==> src/rtl/cpu_pkg.sv <==
// Shared CPU definitions: register-file geometry and the debug dump FSM states.
package cpu_pkg;
  localparam int REG_ADDR_W = 5;
  localparam int REG_DATA_W = 32;

  typedef enum logic [1:0] {
    IDLE  = 2'd0,
    FETCH = 2'd1,
    DRAIN = 2'd2,
    DONE  = 2'd3
  } dump_state_t;
endpackage

==> src/rtl/regfile_dump_if.sv <==
// Register-file read ports plus the (index, value) output stream of the dump engine.
interface regfile_dump_if #(
  parameter int DATA_W = 32,
  parameter int ADDR_W = 5
) ();
  logic [ADDR_W-1:0] rd_addr_a;
  logic [ADDR_W-1:0] rd_addr_b;
  logic [DATA_W-1:0] rd_data_a;
  logic [DATA_W-1:0] rd_data_b;
  logic              out_valid;
  logic              out_ready;
  logic [ADDR_W-1:0] out_idx;
  logic [DATA_W-1:0] out_data;
  logic              out_last;

  modport master (
    output rd_addr_a, rd_addr_b, out_valid, out_idx, out_data, out_last,
    input  rd_data_a, rd_data_b, out_ready
  );

  modport slave (
    input  rd_addr_a, rd_addr_b, out_valid, out_idx, out_data, out_last,
    output rd_data_a, rd_data_b, out_ready
  );
endinterface

==> src/rtl/dump_out_buf.sv <==
// Two-entry holding buffer: presents the fetched pair one word at a time on valid/ready.
module dump_out_buf
  import cpu_pkg::*;
#(
  parameter int DATA_W = REG_DATA_W,
  parameter int ADDR_W = REG_ADDR_W
) (
  input  logic              clk,
  input  logic              rst_n,
  input  logic              load,
  input  logic              flush,
  input  logic [ADDR_W-1:0] base_idx,
  input  logic [ADDR_W-1:0] end_idx,
  input  logic              pair,
  input  logic [DATA_W-1:0] data_a,
  input  logic [DATA_W-1:0] data_b,
  input  logic              out_ready,
  output logic              out_valid,
  output logic [ADDR_W-1:0] out_idx,
  output logic [DATA_W-1:0] out_data,
  output logic              out_last,
  output logic              fin,
  output logic              fin_last
);
  localparam logic [ADDR_W-1:0] IDX_ONE = ADDR_W'(1);

  logic              out_valid_r;
  logic [ADDR_W-1:0] out_idx_r;
  logic [DATA_W-1:0] out_data_r;
  logic              out_last_r;
  logic [DATA_W-1:0] buf1_r;
  logic              pair_r;
  logic              sel_r;
  logic              last1_r;
  logic              hs_s;

  assign hs_s      = out_valid_r & out_ready;
  assign fin       = hs_s & (sel_r | ~pair_r);
  assign fin_last  = out_last_r;
  assign out_valid = out_valid_r;
  assign out_idx   = out_idx_r;
  assign out_data  = out_data_r;
  assign out_last  = out_last_r;

  // Flush beats a same-cycle handshake; word 1 follows word 0 with no bubble.
  always_ff @(posedge clk) begin
    if (!rst_n) begin
      out_valid_r <= 1'b0;
      out_idx_r   <= '0;
      out_data_r  <= '0;
      out_last_r  <= 1'b0;
      buf1_r      <= '0;
      pair_r      <= 1'b0;
      sel_r       <= 1'b0;
      last1_r     <= 1'b0;
    end else if (flush) begin
      out_valid_r <= 1'b0;
      out_last_r  <= 1'b0;
      sel_r       <= 1'b0;
    end else if (load) begin
      out_valid_r <= 1'b1;
      out_idx_r   <= base_idx;
      out_data_r  <= data_a;
      out_last_r  <= ~pair;
      buf1_r      <= data_b;
      pair_r      <= pair;
      sel_r       <= 1'b0;
      last1_r     <= ((base_idx + IDX_ONE) == end_idx);
    end else if (hs_s) begin
      if (!sel_r && pair_r) begin
        sel_r      <= 1'b1;
        out_idx_r  <= out_idx_r + IDX_ONE;
        out_data_r <= buf1_r;
        out_last_r <= last1_r;
      end else begin
        out_valid_r <= 1'b0;
        out_last_r  <= 1'b0;
        sel_r       <= 1'b0;
      end
    end
  end
endmodule

==> src/rtl/regfile_dump.sv <==
// Debug read-out engine: walks an inclusive register range two registers per fetch
// through the regfile read ports and streams (index, value) pairs.
module regfile_dump
  import cpu_pkg::*;
#(
  parameter int DATA_W = REG_DATA_W,
  parameter int ADDR_W = REG_ADDR_W
) (
  input  logic              clk,
  input  logic              rst_n,
  input  logic              start,
  input  logic [ADDR_W-1:0] first,
  input  logic [ADDR_W-1:0] last,
  input  logic              abort,
  regfile_dump_if.master    bus,
  output logic              busy,
  output logic              done,
  output logic              err
);
  localparam logic [ADDR_W-1:0] IDX_ONE   = ADDR_W'(1);
  localparam logic [ADDR_W-1:0] IDX_TWO   = ADDR_W'(2);
  localparam logic [ADDR_W-1:0] IDX_THREE = ADDR_W'(3);

  dump_state_t       state_r;
  logic [ADDR_W-1:0] cur_r;
  logic [ADDR_W-1:0] end_r;
  logic [ADDR_W-1:0] rd_addr_a_r;
  logic [ADDR_W-1:0] rd_addr_b_r;
  logic              busy_r;
  logic              done_r;
  logic              err_r;
  logic              load_s;
  logic              flush_s;
  logic              pair_s;
  logic              fin_s;
  logic              fin_last_s;

  assign load_s        = (state_r == FETCH) && !abort;
  assign flush_s       = abort && (state_r != IDLE);
  assign pair_s        = (cur_r != end_r);
  assign bus.rd_addr_a = rd_addr_a_r;
  assign bus.rd_addr_b = rd_addr_b_r;
  assign busy          = busy_r;
  assign done          = done_r;
  assign err           = err_r;

  dump_out_buf #(.DATA_W(DATA_W), .ADDR_W(ADDR_W)) u_out_buf (
    .clk      (clk),
    .rst_n    (rst_n),
    .load     (load_s),
    .flush    (flush_s),
    .base_idx (cur_r),
    .end_idx  (end_r),
    .pair     (pair_s),
    .data_a   (bus.rd_data_a),
    .data_b   (bus.rd_data_b),
    .out_ready(bus.out_ready),
    .out_valid(bus.out_valid),
    .out_idx  (bus.out_idx),
    .out_data (bus.out_data),
    .out_last (bus.out_last),
    .fin      (fin_s),
    .fin_last (fin_last_s)
  );

  // Read addresses are registered so they are only non-zero for the FETCH cycle.
  always_ff @(posedge clk) begin
    if (!rst_n) begin
      state_r     <= IDLE;
      cur_r       <= '0;
      end_r       <= '0;
      rd_addr_a_r <= '0;
      rd_addr_b_r <= '0;
      busy_r      <= 1'b0;
      done_r      <= 1'b0;
      err_r       <= 1'b0;
    end else begin
      done_r      <= 1'b0;
      err_r       <= 1'b0;
      rd_addr_a_r <= '0;
      rd_addr_b_r <= '0;
      if (flush_s) begin
        state_r <= IDLE;
        busy_r  <= 1'b0;
      end else begin
        case (state_r)
          IDLE: begin
            if (start) begin
              if (first <= last) begin
                cur_r       <= first;
                end_r       <= last;
                rd_addr_a_r <= first;
                rd_addr_b_r <= first + IDX_ONE;
                busy_r      <= 1'b1;
                state_r     <= FETCH;
              end else begin
                err_r <= 1'b1;
              end
            end
          end
          FETCH: state_r <= DRAIN;
          DRAIN: begin
            if (fin_s) begin
              if (fin_last_s) begin
                done_r  <= 1'b1;
                state_r <= DONE;
              end else begin
                cur_r       <= cur_r + IDX_TWO;
                rd_addr_a_r <= cur_r + IDX_TWO;
                rd_addr_b_r <= cur_r + IDX_THREE;
                state_r     <= FETCH;
              end
            end
          end
          DONE: begin
            busy_r  <= 1'b0;
            state_r <= IDLE;
          end
          default: begin
            busy_r  <= 1'b0;
            state_r <= IDLE;
          end
        endcase
      end
    end
  end
endmodule
==> src/flat_wrapper.sv <==
// flat-port wrapper written by rule: the top's interface ports become plain ports
module regfile_dump_flat import cpu_pkg::*;
#(
  parameter int DATA_W = REG_DATA_W,
  parameter int ADDR_W = REG_ADDR_W
)
  (clk, rst_n, start, first, last, abort, busy, done, err, bus_rd_addr_a, bus_rd_addr_b, bus_out_valid, bus_out_idx, bus_out_data, bus_out_last, bus_rd_data_a, bus_rd_data_b, bus_out_ready);
  regfile_dump_if #(.DATA_W(DATA_W), .ADDR_W(ADDR_W)) bus_i ();
  input  logic clk;
  input  logic rst_n;
  input  logic start;
  input  logic [ADDR_W-1:0] first;
  input  logic [ADDR_W-1:0] last;
  input  logic abort;
  output logic busy;
  output logic done;
  output logic err;
  output wire logic [$bits(bus_i.rd_addr_a)-1:0] bus_rd_addr_a;
  output wire logic [$bits(bus_i.rd_addr_b)-1:0] bus_rd_addr_b;
  output wire logic [$bits(bus_i.out_valid)-1:0] bus_out_valid;
  output wire logic [$bits(bus_i.out_idx)-1:0] bus_out_idx;
  output wire logic [$bits(bus_i.out_data)-1:0] bus_out_data;
  output wire logic [$bits(bus_i.out_last)-1:0] bus_out_last;
  input wire logic [$bits(bus_i.rd_data_a)-1:0] bus_rd_data_a;
  input wire logic [$bits(bus_i.rd_data_b)-1:0] bus_rd_data_b;
  input wire logic [$bits(bus_i.out_ready)-1:0] bus_out_ready;
  assign bus_rd_addr_a = bus_i.rd_addr_a;
  assign bus_rd_addr_b = bus_i.rd_addr_b;
  assign bus_out_valid = bus_i.out_valid;
  assign bus_out_idx = bus_i.out_idx;
  assign bus_out_data = bus_i.out_data;
  assign bus_out_last = bus_i.out_last;
  assign bus_i.rd_data_a = bus_rd_data_a;
  assign bus_i.rd_data_b = bus_rd_data_b;
  assign bus_i.out_ready = bus_out_ready;
  regfile_dump #(.DATA_W(DATA_W), .ADDR_W(ADDR_W)) u_core (.clk(clk), .rst_n(rst_n), .start(start), .first(first), .last(last), .abort(abort), .bus(bus_i), .busy(busy), .done(done), .err(err));
endmodule
==> config.mk <==
export PLATFORM = sky130hd
export DESIGN_NAME = regfile_dump_flat
export DESIGN_NICKNAME = d
export VERILOG_FILES = /design/src/rtl/cpu_pkg.sv /design/src/rtl/regfile_dump_if.sv /design/src/rtl/dump_out_buf.sv /design/src/rtl/regfile_dump.sv /design/src/flat_wrapper.sv
export SDC_FILE = /design/constraint.sdc
export NUM_CORES = 1
export LEC_CHECK = 0
export ABC_AREA = 1
export ABC_CLOCK_PERIOD_IN_PS = 4100
export CORE_ASPECT_RATIO = 2
export CORE_UTILIZATION = 45
export CTS_CLUSTER_DIAMETER = 50
export DETAILED_ROUTE_END_ITERATION = 10
export PLACE_DENSITY = 0.76
export SYNTH_ARGS = -nofsm -noshare
export SYNTH_HDL_FRONTEND = slang
export SYNTH_SLANG_ARGS = --single-unit
==> constraint.sdc <==
create_clock -name clk -period 4.1 [get_ports clk]
set_clock_uncertainty 0.1 [all_clocks]
set_input_delay 0.82 -clock clk [delete_from_list [all_inputs] [get_ports clk]]
set_output_delay 0.82 -clock clk [all_outputs]
set_load 0.01 [all_outputs]
* Word level (Yosys, flattened, before mapping)
Index checks and enable logic that the tools add are counted.
** Word-level totals
- Register bits after elaboration :: 99
- Latch bits :: 0
- Memory bits (writable) :: 0
- Memory bits (read-only) :: 0
- Input bits :: 79
- Output and inout port bits :: 52
- Memories kept :: 0
** Operators by class
- Add/subtract/negate cells :: 5
- Multiply operators :: 0
- Divide/modulo/power cells :: 0
- Magnitude comparators :: 1
- Equality and inequality tests :: 10
- Shifts and indexed selects :: 0
- Mux-type cells :: 38
- Bitwise gates (word level) :: 11
- Reductions and logical operators :: 22
** Operator list (number)
- $mux W32 :: 3
- $mux W5 :: 15
- $pmux W5 S2 :: 3
- $add A5 B1 Y5 const B :: 3
- $mux W1 :: 11
- $add A5 B2 Y5 const B :: 2
- $reduce_bool A2 Y1 :: 5
- $reduce_and A3 Y1 :: 3
- $mux W2 :: 4
- $not A1 Y1 :: 8
- $pmux W2 S4 :: 1
- $reduce_or A4 Y1 :: 2
- $ne A2 B1 Y1 const B :: 3
- $reduce_and A6 Y1 :: 1
- $eq A5 B5 Y1 :: 1
- $le A5 B5 Y1 :: 1
- $ne A5 B5 Y1 :: 1
- $eq A2 B2 Y1 const B :: 2
- $ne A2 B2 Y1 const B :: 2
- $reduce_and A2 Y1 :: 2
- $reduce_and A4 Y1 :: 1
- $logic_and A1 B1 Y1 :: 3
- $reduce_or A3 Y1 :: 1
- $and A1 B1 Y1 :: 2
- 6 further kinds :: 7

* Longest topological paths before layout
Gate-level depths: netlist (run 1).
- Word-level depth :: 5
- Gate-level depth with buffers :: 11

* By module
A second synthesis (run 1) with hierarchy kept.
** Unflattened totals
- Cell total of the unflattened synthesis :: 681
- Area, all modules :: 4907.2 um^2
** By module, submodules not included
- dump_out_buf :: instances 1, cells each 468, area each 3334.4 um^2
- regfile_dump :: instances 1, cells each 213, area each 1572.8 um^2

* Worst setup path after synthesis (run 1)
OpenSTA, ideal clock, no wires.
- Path kind :: input to register
- From :: in last[4]
- To :: reg u_core.rd_addr_a_r[1], in the netlist u_core.bus.rd_addr_a[1]
- Library setup time :: 70 ps
- Arrival time :: 2066 ps
- Required time :: 3930 ps
- Path slack :: 1864 ps
- Stages :: 9
- Cells stage by stage :: inv_1 -> ha_1 -> nand2_1 -> nor2_1 -> nand2_1 -> a21oi_1 -> buf_2 -> nand2_1 -> a21oi_1
** Between the ends
- Word-level cells in the longest chain between the ends :: 4
** Ends and longest elaborated chain
- start: declaration :: RTL line flat_wrapper.sv:13 : input logic [ADDR_W-1:0] last;
- $le A5 B5 Y1 :: RTL line regfile_dump.sv:89 : if (first <= last) begin
- $mux W5 :: RTL line regfile_dump.sv:89
- $mux W5 :: RTL line regfile_dump.sv:88 : if (start) begin
- $pmux W5 S2 :: RTL line regfile_dump.sv:86 : case (state_r)
- end signal: assignment :: RTL line regfile_dump.sv:92 : rd_addr_a_r <= first;
- end signal: assignment :: RTL line regfile_dump.sv:109 : rd_addr_a_r <= cur_r + IDX_TWO;
- end: declaration :: RTL line regfile_dump.sv:27 : logic [ADDR_W-1:0] rd_addr_a_r;
No other way between the ends.
A chain may end at the register's enable or synchronous reset.

* Worst setup path in the final report (run 1)
- From :: in first[2]
- To :: reg u_core.rd_addr_b_r[4], in the netlist u_core.bus.rd_addr_b[4]
** Between the ends
- Word-level cells in the longest chain between the ends :: 4
- Elaborated cells between the ends (all ways) :: 5
** Ends and longest elaborated chain
- start: declaration :: RTL line flat_wrapper.sv:12 : input logic [ADDR_W-1:0] first;
- $add A5 B1 Y5 or $le A5 B5 Y1 (tied branches) :: RTL line regfile_dump.sv:93, regfile_dump.sv:89
- $mux W5 * :: RTL line regfile_dump.sv:89
- $mux W5 * :: RTL line regfile_dump.sv:88
- $pmux W5 S2 * :: RTL line regfile_dump.sv:86
- end signal: assignment :: RTL line regfile_dump.sv:93 : rd_addr_b_r <= first + IDX_ONE;
- end signal: assignment :: RTL line regfile_dump.sv:110 : rd_addr_b_r <= cur_r + IDX_THREE;
- end: declaration :: RTL line regfile_dump.sv:28 : logic [ADDR_W-1:0] rd_addr_b_r;
Every way passes the cells marked *; elsewhere a longest branch is shown, timed or not.

==> results of run 1 <==
==> flip-flops by register name, summed over array words and instances (netlist names) <==
signal and flops:
u_core.u_out_buf.pair_r 1, u_core.bus.rd_addr_b 5, u_core.u_out_buf.sel_r 1, u_core.u_out_buf.out_idx 5, u_core.u_out_buf.out_data 32, u_core.end_r 5, u_core.err 1, u_core.cur_r 5
u_core.u_out_buf.fin_last 1, u_core.u_out_buf.buf1_r 32, u_core.state_r 2, u_core.u_out_buf.out_valid 1, u_core.busy 1, u_core.done 1, u_core.u_out_buf.last1_r 1, u_core.bus.rd_addr_a 5
==> cell type report <==
type	count	area share, %
sequential	99	33.5
clock inverter	7	1.82
timing repair buffer	135	22.8
tap	102	2.15
multi-input combinational	397	33.4
inverter	41	2.60
clock buffer	9	3.80
==> cells by family (layout without fill, tap and decap cells) <==
family,after synthesis,in the layout
flops,99,99
fa+ha+maj,11,11
xor+xnor,14,14
buf+inv,73,192
compound gates,140,140
simple gates,232,232
==> routing by layer <==
metal / up-vias / share of wire, % / wire [um]
met3: 28 / 4.0 / 489
met1: 1935 / 36 / 4440
met4: 0 / 4.0 / 498
met5: - / 0 / 0
met2: 136 / 56 / 6870
li1: 2109 / - / -
==> cells in the final DEF (no fill, tap or decap), types with 3 or more instances in the layout <==
cell type / instances
a21oi_1: 52
a31oi_1: 34
buf_4: 4
clkbuf_16: 9
clkdlybuf4s50_1: 130
dfxtp_1: 99
ha_1: 11
inv_1: 38
inv_2: 3
nand2_1: 165
nand3_1: 18
nand4_1: 8
nor2_1: 30
nor3_1: 6
o211ai_1: 3
o21ai_0: 43
o21ai_1: 5
xnor2_1: 5
xor2_1: 9
==> power breakdown <==
| group | switching (uW) | internal, uW | total (uW) |
|---|---|---|---|
| Combinational | 337 | 298 | 635 |
| Clock | 384 | 546 | 930 |
| Sequential | 78.9 | 1060 | 1140 |
| Total | 799 | 1910 | 2710 |
==> critical path, cell delays in order <==
cell and delay [ns]:
clkdlybuf4s50_1 0.51, ha_1 0.36, nand2_1 0.06, nor2_1 0.13, nand2_1 0.10, a21oi_1 0.32
buf_4 0.25, nand2_1 0.06, a21oi_1 0.15
==> metrics by stage <==
stage	power, uW	instance area, um^2	std cells	hold slack, ns	util (%)
2_1_floorplan	1490	4240	569	0.348	-
3_3_place_gp	1780	5590	774	0.358	61.6
3_5_place_dp	1790	5590	774	0.363	61.6
4_1_cts	2730	5920	790	0.373	65.3
5_1_grt	2830	5920	790	0.397	65.3
6_report	2710	5920	790	0.367	65.3
==> Yosys cell counts <==
| cell | n | area [um^2] |
|---|---|---|
| nand2_2 | 1 | 6.26 |
| nor2_2 | 2 | 12.5 |
| xor2_1 | 9 | 78.8 |
| nand4_1 | 8 | 50.1 |
| buf_1 | 2 | 7.51 |
| inv_2 | 3 | 11.3 |
| inv_1 | 38 | 143 |
| nand2_1 | 165 | 619 |
| buf_2 | 6 | 30.0 |
| a21oi_1 | 52 | 260 |
| a31oi_1 | 34 | 213 |
| a21oi_4 | 1 | 16.3 |
| nand3_1 | 18 | 90.1 |
| o21ai_1 | 5 | 25.0 |
| ha_1 | 11 | 138 |
| o31ai_1 | 1 | 7.51 |
| a21oi_2 | 1 | 8.76 |
| dfxtp_1 | 99 | 1980 |
| nor2_4 | 1 | 11.3 |
| o21ai_0 | 43 | 215 |
| xnor2_1 | 5 | 43.8 |
| nor3_1 | 6 | 30.0 |
| o211ai_1 | 3 | 22.5 |
| clkbuf_1 | 24 | 90.1 |
| nor3_4 | 1 | 16.3 |
| nor2_1 | 30 | 113 |
==> worst paths after layout <==
check                                                             endpoint  slack (ns)  depth (start not counted)
worst max register to register  u_core.u_out_buf.out_data[30]$_SDFFE_PN0P_        1.91                          8
worst min-delay path               u_core.u_out_buf.buf1_r[1]$_SDFFE_PN0P_        0.37                          2
worst max-delay path                    u_core.bus.rd_addr_b[4]$_SDFF_PP0_        1.49                          9
worst min register to register     u_core.u_out_buf.buf1_r[1]$_SDFFE_PN0P_        0.37                          2
==> flow_metrics.tcl, run 1 <==
set metrics [dict create \
    peakVddDrop_mv 0.300 \
    globalRoute.busiestLayer "met2" \
    syn_nets 659 \
    clk_latency_ns 0.34 \
    dr.pass1.iters 8 \
    grt.total_usage_pct 26.0 \
    io_pins 131 \
    antenna_found_initial 0 \
    drtAntennaViolNets 0 \
    rsz0062_at_grt "false" \
    postCtsSetupBuffers 0 \
    die_h_um 139 \
    use_met2_pct 49.6 \
    grt_util_met3_pct 4.06 \
    syn_to_final_growth_pct 39.7 \
    cts_root_buf "clkbuf_16" \
    regArea_um2 1980 \
    grt_max_degree 73 \
    fillCellCount 774 \
    drt_iter0_drc 275 \
    fin_tns_setup_ns 0 \
    crit_type "primary input to flop" \
    setup_viol 0 \
    avgViaCountPerCell 5.33 \
    post_drt_wl_per_cell_um 15.6 \
    synthXorXnorAreaFrac_pct 2.89 \
    max_freq_mhz 384 \
    yosysWarningCount 0 \
    dpl.hpwl_um 8910 \
    cts_tree "yes" \
    synth_mux_area_share_pct 0 \
    arrival_ns 2.77 \
    clkSinkCount 99 \
    synth-simple-area-share_pct 22.4 \
    tightest_slew_ns 0.732 \
    max_cap_viol_count 0 \
    post_cts_resized 0 \
    r2r_start "u_core.state_r[0]$_SDFFE_PP0P_" \
    netlist_area_um2 4240 \
    hold_viol 0 \
    required_ns 4.26 \
    fin_crit_sh_pct 63.6 \
    setup_slack_ns 1.49 \
    place.gp.congestion 0.935 \
    drc 10 \
    synth_compound_area_share_pct 18.1 \
    cts_buffers 9 \
    worstPathMaxFanout 11 \
    io_buffers 130 \
    clk_pin_slew_worst_paths_ns 0.07 \
    finalCriticalPeriod_ns 2.61 \
    design.core.area_um2 9070 \
    grt_pass1_vias 4306 \
    drt_wl_total_um 12300 \
    syn_area_per_cell_um2 7.45 \
    violations "DRC" \
    worst_setup_path_startpoint "first[2]" \
    diodes 0 \
    max_slew_margin_pct 51.2 \
    nNetsFinal 773 \
    ys_ff_latch 99 \
    power.density_nw_per_um2 457 \
    synth_top_family_by_area "simple AND/OR/NAND/NOR gates" \
    synth_adder_area_share_pct 3.25 \
    dr_total_vias 4208 \
    crit_path_start_kind "primary input" \
    dieArea_um2 9840 \
    drive_gt1_share_pct 4.51 \
    yosysSeqAreaShare_pct 46.7 \
    clock_path_buffers 2 \
    placementRows 49 \
    yosysUniqueCellTypes 26 \
    fp.dieW_um 70.6 \
    hold_path.class "flop to flop" \
    crit_path_end_kind "flop" \
    status "complete, but fails checks" \
    ctsHoldBuffers 0 \
    leakagePower_uw 0.00228 \
    preCtsSetupSlack_ns 1.14 \
    syn_inst 569 \
    overflow 0 \
    gr-usage-met1_pct 25.7 \
    initial_utilization_pct 46.7 \
    worstHoldStart "u_core.u_out_buf.buf1_r[1]$_SDFFE_PN0P_" \
    drv_slew 0 \
    multiInputGateArea_um2 1980 \
    h-tree-depth 3 \
    grt_pass1_wl_um 20000 \
]
Power figures use the tool's default switching activity.
==> run 2, diff against run 1 <==
Settings changed: ABC_CLOCK_PERIOD_IN_PS 4100 to 2700.
Clock period 4.1 ns to 2.7 ns, I/O delays scaled along.
==> run 2 against run 1 <==
  * The flow still finishes with violations (DRC)
  * Critical endpoint is now u_core.cur_r[3]$_SDFFE_PN0P_
  * Combinational power grew 54%
  * Wire length shrank 1.6%
  * Final area grew 0.32%
==> flow_metrics.tcl, run 2 (same netlist as run 1, synthesis figures left out) <==
set metrics [dict create \
    design_area_um2 5940 \
    overflow 0 \
    post_cts_resized 0 \
    fin_tns_setup_ns 0 \
    setup_viol 0 \
    h-tree-depth 3 \
    drtAntennaViolNets 0 \
    antenna_found_initial 0 \
    worstHoldStart "u_core.u_out_buf.buf1_r[25]$_SDFFE_PN0P_" \
    drive_gt1_share_pct 5.47 \
    avgViaCountPerCell 5.34 \
    r2r_start "u_core.state_r[0]$_SDFFE_PP0P_" \
    leakagePower_uw 0.00229 \
    drc 10 \
    preCtsSetupSlack_ns 0.0998 \
    max_cap_viol_count 0 \
    grt.total_usage_pct 25.6 \
    drv_slew 0 \
    regArea_um2 1980 \
    place.gp.congestion 0.933 \
    rsz0062_at_grt "false" \
    io_buffers 130 \
    critPathMaxStageDelay_ns 0.48 \
    max_slew_margin_pct 53.7 \
    drt_wl_total_um 12100 \
    initial_utilization_pct 46.7 \
    drt_iter0_drc 185 \
    power.density_nw_per_um2 666 \
    dpl.hpwl_um 8980 \
    max_freq_mhz 446 \
    dpl.cell_count 781 \
    diodes 0 \
    ctsHoldBuffers 0 \
    design.core.area_um2 9070 \
    place_area_um2 5640 \
    grt_pass1_wl_um 19800 \
    crit_path_end_kind "flop" \
    hold_viol 0 \
    cp_cell_sequence "clkdlybuf4s50_1, ha_1, nand2_1, nor2_1, nand2_1, nand3_1, nand3_1, nand3_1, nand2_1, inv_1, nor2_1" \
    tightest_slew_ns 0.695 \
    mostFrequentLayoutCell "nand2_1" \
    fin_cells 797 \
    required_ns 2.84 \
    nNetsFinal 780 \
    finalCriticalPeriod_ns 2.24 \
    worst_setup_path_startpoint "first[4]" \
    multiInputGateArea_um2 1980 \
    io_pins 131 \
    peakVddDrop_mv 0.514 \
    crit_path_start_kind "primary input" \
    clkSinkCount 99 \
    crit_type "primary input to flop" \
    fin_crit_sh_pct 83.0 \
    arrival_ns 2.38 \
    clk_latency_ns 0.34 \
    r2r_setup_slack_ns 0.79 \
    hold_path.class "flop to flop" \
    dr.pass1.iters 7 \
    final_cell_mix "nand2_1 (165), clkdlybuf4s50_1 (130), dfxtp_1 (99), a21oi_1 (52), o21ai_0 (43)" \
    status "complete, but fails checks" \
    syn_to_final_growth_pct 40.2 \
    worstPathMaxFanout 7 \
    fp.dieW_um 70.6 \
    postCtsSetupBuffers 0 \
    post_drt_wl_per_cell_um 15.2 \
    fillCellCount 797 \
    grt_max_degree 73 \
    placementRows 49 \
    cts_tree "yes" \
    clock_path_buffers 2 \
    die_h_um 139 \
    grt_pass1_vias 4263 \
    dieArea_um2 9840 \
    cts_root_buf "clkbuf_16" \
    setup_slack_ns 0.460 \
    cts_buffers 9 \
    dr_total_vias 4257 \
    cp_slowest_cell "clkdlybuf4s50_1" \
    violations "DRC" \
    clk_pin_slew_worst_paths_ns 0.07 \
]
run 2: changes by cell type in the layout (fill, tap and decap cells not counted), sizes merged:
cell and delta:
clkinvlp +1, buf +7, inv -2, clkbuf +3
bufinv -2
run 2: worst paths after layout:
| path | cells past startpoint | endpoint |
|---|---|---|
| min | 2 | u_core.u_out_buf.buf1_r[25]$_SDFFE_PN0P_ |
| min reg2reg | 2 | u_core.u_out_buf.buf1_r[25]$_SDFFE_PN0P_ |
| max | 11 | u_core.cur_r[3]$_SDFFE_PN0P_ |
| max reg2reg | 8 | u_core.u_out_buf.out_data[8]$_SDFFE_PN0P_ |
run 2: final cells by class:
type / count / area share [%]
clock buffer: 12 / 4.48
clock inverter: 4 / 0.547
inverter: 41 / 2.59
multi-input combinational: 397 / 33.3
sequential: 99 / 33.3
tap: 102 / 2.15
timing repair buffer: 142 / 23.6
run 2: report_power, final:
group          switching [uW]  total (uW)  internal, uW
Sequential                116        1730          1610
Clock                     547        1250           705
Combinational             511         976           464
run 2: routing by layer:
| layer | vias to the layer above | wire, um | GRT usage (%) |
|---|---|---|---|
| met1 | 1956 | 4340 | 25.7 |
| met5 | - | 0 | 0 |
| li1 | 2126 | - | - |
| met3 | 36 | 517 | 3.77 |
| met2 | 139 | 6680 | 48.6 |
| met4 | 0 | 562 | 14.9 |
run 2: critical path: cells and delay by family:
| kind | cells | cell delay (ns) |
|---|---|---|
| AND/OR/NAND/NOR | 8 | 0.97 |
| buffers and inverters | 2 | 0.53 |
| adder cells (fa/ha/maj) | 1 | 0.33 |
run 2: stage by stage:
stage	hold slack, ns	power, uW	utilization (%)
finish	0.371	3960	65.5
global route	0.396	4160	65.5
CTS	0.374	3980	65.5
detailed placement	0.363	2730	62.2
global placement	0.355	2710	62.2
floorplan	0.348	2260	-
==> run 3, diff against run 2 <==
Settings changed: ABC_CLOCK_PERIOD_IN_PS 2700 to 2080.
Clock period 2.7 ns to 2.08 ns, I/O delays scaled along.
==> run 3 against run 2 <==
  * The flow still finishes with violations (DRC)
  * Worst hold slack got worse by 0.099 ns
  * Sequential cell count did not move
  * Combinational power grew 41%
  * First-iteration DRC count increased by 19%
  * Sequential share of layout area decreased by 1.2 points
  * Clock power increased by 27%
  * Sequential power grew 29%
  * Highest routed layer unchanged
==> flow_metrics.tcl, run 3 (same netlist as run 1, synthesis figures left out) <==
set metrics [dict create \
    status "complete, but fails checks" \
    violations "DRC" \
    hold_slack_ns 0.272 \
    p_sw_uw 1600 \
    initial_utilization_pct 46.7 \
    fin_crit_sh_pct 96.0 \
    dr_total_vias 4384 \
    peakVddDrop_mv 0.579 \
    drt_wl_total_um 12400 \
    final_cell_mix "nand2_1 (162), clkdlybuf4s50_1 (128), dfxtp_1 (99), a21oi_1 (50), o21ai_0 (43)" \
    crit_path_start_kind "primary input" \
    dr.pass1.iters 8 \
    die_h_um 139 \
    crit_type "primary input to flop" \
    required_ns 2.24 \
    place.gp.congestion 0.928 \
    grt_max_degree 53 \
    power.density_nw_per_um2 846 \
    io_buffers 130 \
    worstPathMaxFanout 5 \
    mostFrequentLayoutCell "nand2_1" \
    p_int_uw 3620 \
    max_slew_margin_pct 67.2 \
    pwr-share-seq_pct 42.9 \
    p_clk_share_pct 30.5 \
    max_cap_viol_count 0 \
    antenna_found_initial 0 \
    cts_root_buf "clkbuf_16" \
    setup_viol 0 \
    finalCriticalPeriod_ns 2.00 \
    dpl.hpwl_um 9040 \
    fin_tns_setup_ns 0 \
    clk_latency_ns 0.34 \
    cts_buffers 9 \
    placementRows 49 \
    h-tree-depth 3 \
    grt_pass1_vias 4180 \
    syn_to_final_growth_pct 45.4 \
    io_pins 131 \
    design.core.area_um2 9070 \
    clk_pin_slew_worst_paths_ns 0.07 \
    post_drt_wl_per_cell_um 15.2 \
    clock_path_buffers 2 \
    ctsHoldBuffers 0 \
    hold_viol 0 \
    drt_iter0_drc 221 \
    drtAntennaViolNets 0 \
    avgViaCountPerCell 5.38 \
    crit_path_end_kind "flop" \
    overflow 0 \
    drv_slew 0 \
    arrival_ns 2.16 \
    cts_tree "yes" \
    clkSinkCount 99 \
    nNetsFinal 798 \
    drive_gt1_share_pct 9.68 \
    p_sw_share_pct 30.6 \
    finalPower_uw 5220 \
    max_freq_mhz 501 \
    diodes 0 \
    dieArea_um2 9840 \
    hold_path.class "primary input to flop" \
    tightest_slew_ns 0.491 \
    leakagePower_uw 0.00241 \
    drc 10 \
    comb_power_share_pct 26.5 \
    fp.dieW_um 70.6 \
    grt_pass1_wl_um 19800 \
    grt.total_usage_pct 25.5 \
]
run 3: cell types whose count changed in the layout (fill, tap and decap cells not counted), moves of 3 or more:
cell	change
nand3_2	+3
nand2_2	+3
nand2_1	-3
nand3_1	-3
buf_4	+14
buf_6	+3
run 3: worst paths after layout:
kind,slack [ns],start,to,depth (start not counted)
setup / recovery,0.08,last[1],u_core.bus.rd_addr_a[1]$_SDFF_PP0_,11
setup reg to reg,0.33,u_core.state_r[0]$_SDFFE_PP0P_,u_core.state_r[0]$_SDFFE_PP0P_,7
hold / removal,0.27,last[3],u_core.end_r[3]$_SDFFE_PN0P_,3
hold reg to reg,0.37,u_core.u_out_buf.buf1_r[1]$_SDFFE_PN0P_,u_core.u_out_buf.buf1_r[1]$_SDFFE_PN0P_,2
run 3: worst max-delay path, cell delays in order:
cell	delay, ns
clkdlybuf4s50_1	0.48
inv_1	0.05
ha_1	0.28
nand2_2	0.08
nor2_4	0.04
nand2_1	0.06
nand3_2	0.14
a21oi_4	0.24
buf_4	0.18
nand2_1	0.05
a21oi_1	0.13
run 3: timing repair:
action                     in CTS  in global routing
resized for setup               0                 21
setup buffers                   0                  1
setup endpoints to repair       0                 23
run 3: cell type report:
type | instances | area (um^2)
Multi-Input combinational cell | 397 | 2050
Timing Repair Buffer | 160 | 1570
Inverter | 41 | 154
Tap cell | 102 | 128
Clock inverter | 6 | 46.3
Clock buffer | 10 | 239
Sequential cell | 99 | 1980
Fill cell | 768 | 2910
run 3: metal layers:
layer | share of wire [%] | routed length [um] | GRT usage [%]
met5 | 0 | 0 | 0
met4 | 2.8 | 352 | 12.1
met3 | 4.6 | 566 | 4.56
met2 | 57 | 7030 | 48.1
met1 | 36 | 4470 | 26.6
run 3: per-stage QoR:
stage / cells / worst slack, ns / util, % / cell area [um^2]
2_1_floorplan: 569 / 0.248 / - / 4240
3_3_place_gp: 797 / -0.211 / 63.7 / 5780
3_5_place_dp: 797 / -0.291 / 63.7 / 5780
4_1_cts: 813 / 0.00663 / 66.8 / 6060
5_1_grt: 815 / -0.0277 / 68.0 / 6170
6_report: 815 / 0.0833 / 68.0 / 6170
run 3: power groups by stage:
| stage | combinational, uW | sequential, uW | clock (uW) |
|---|---|---|---|
| after floorplan | 635 | 2290 | 0 |
| after global placement | 1300 | 2280 | 0 |
| after detailed placement | 1330 | 2280 | 0 |
| after CTS | 1340 | 2240 | 1620 |
| after global routing | 1520 | 2260 | 1690 |
| final | 1380 | 2240 | 1590 |
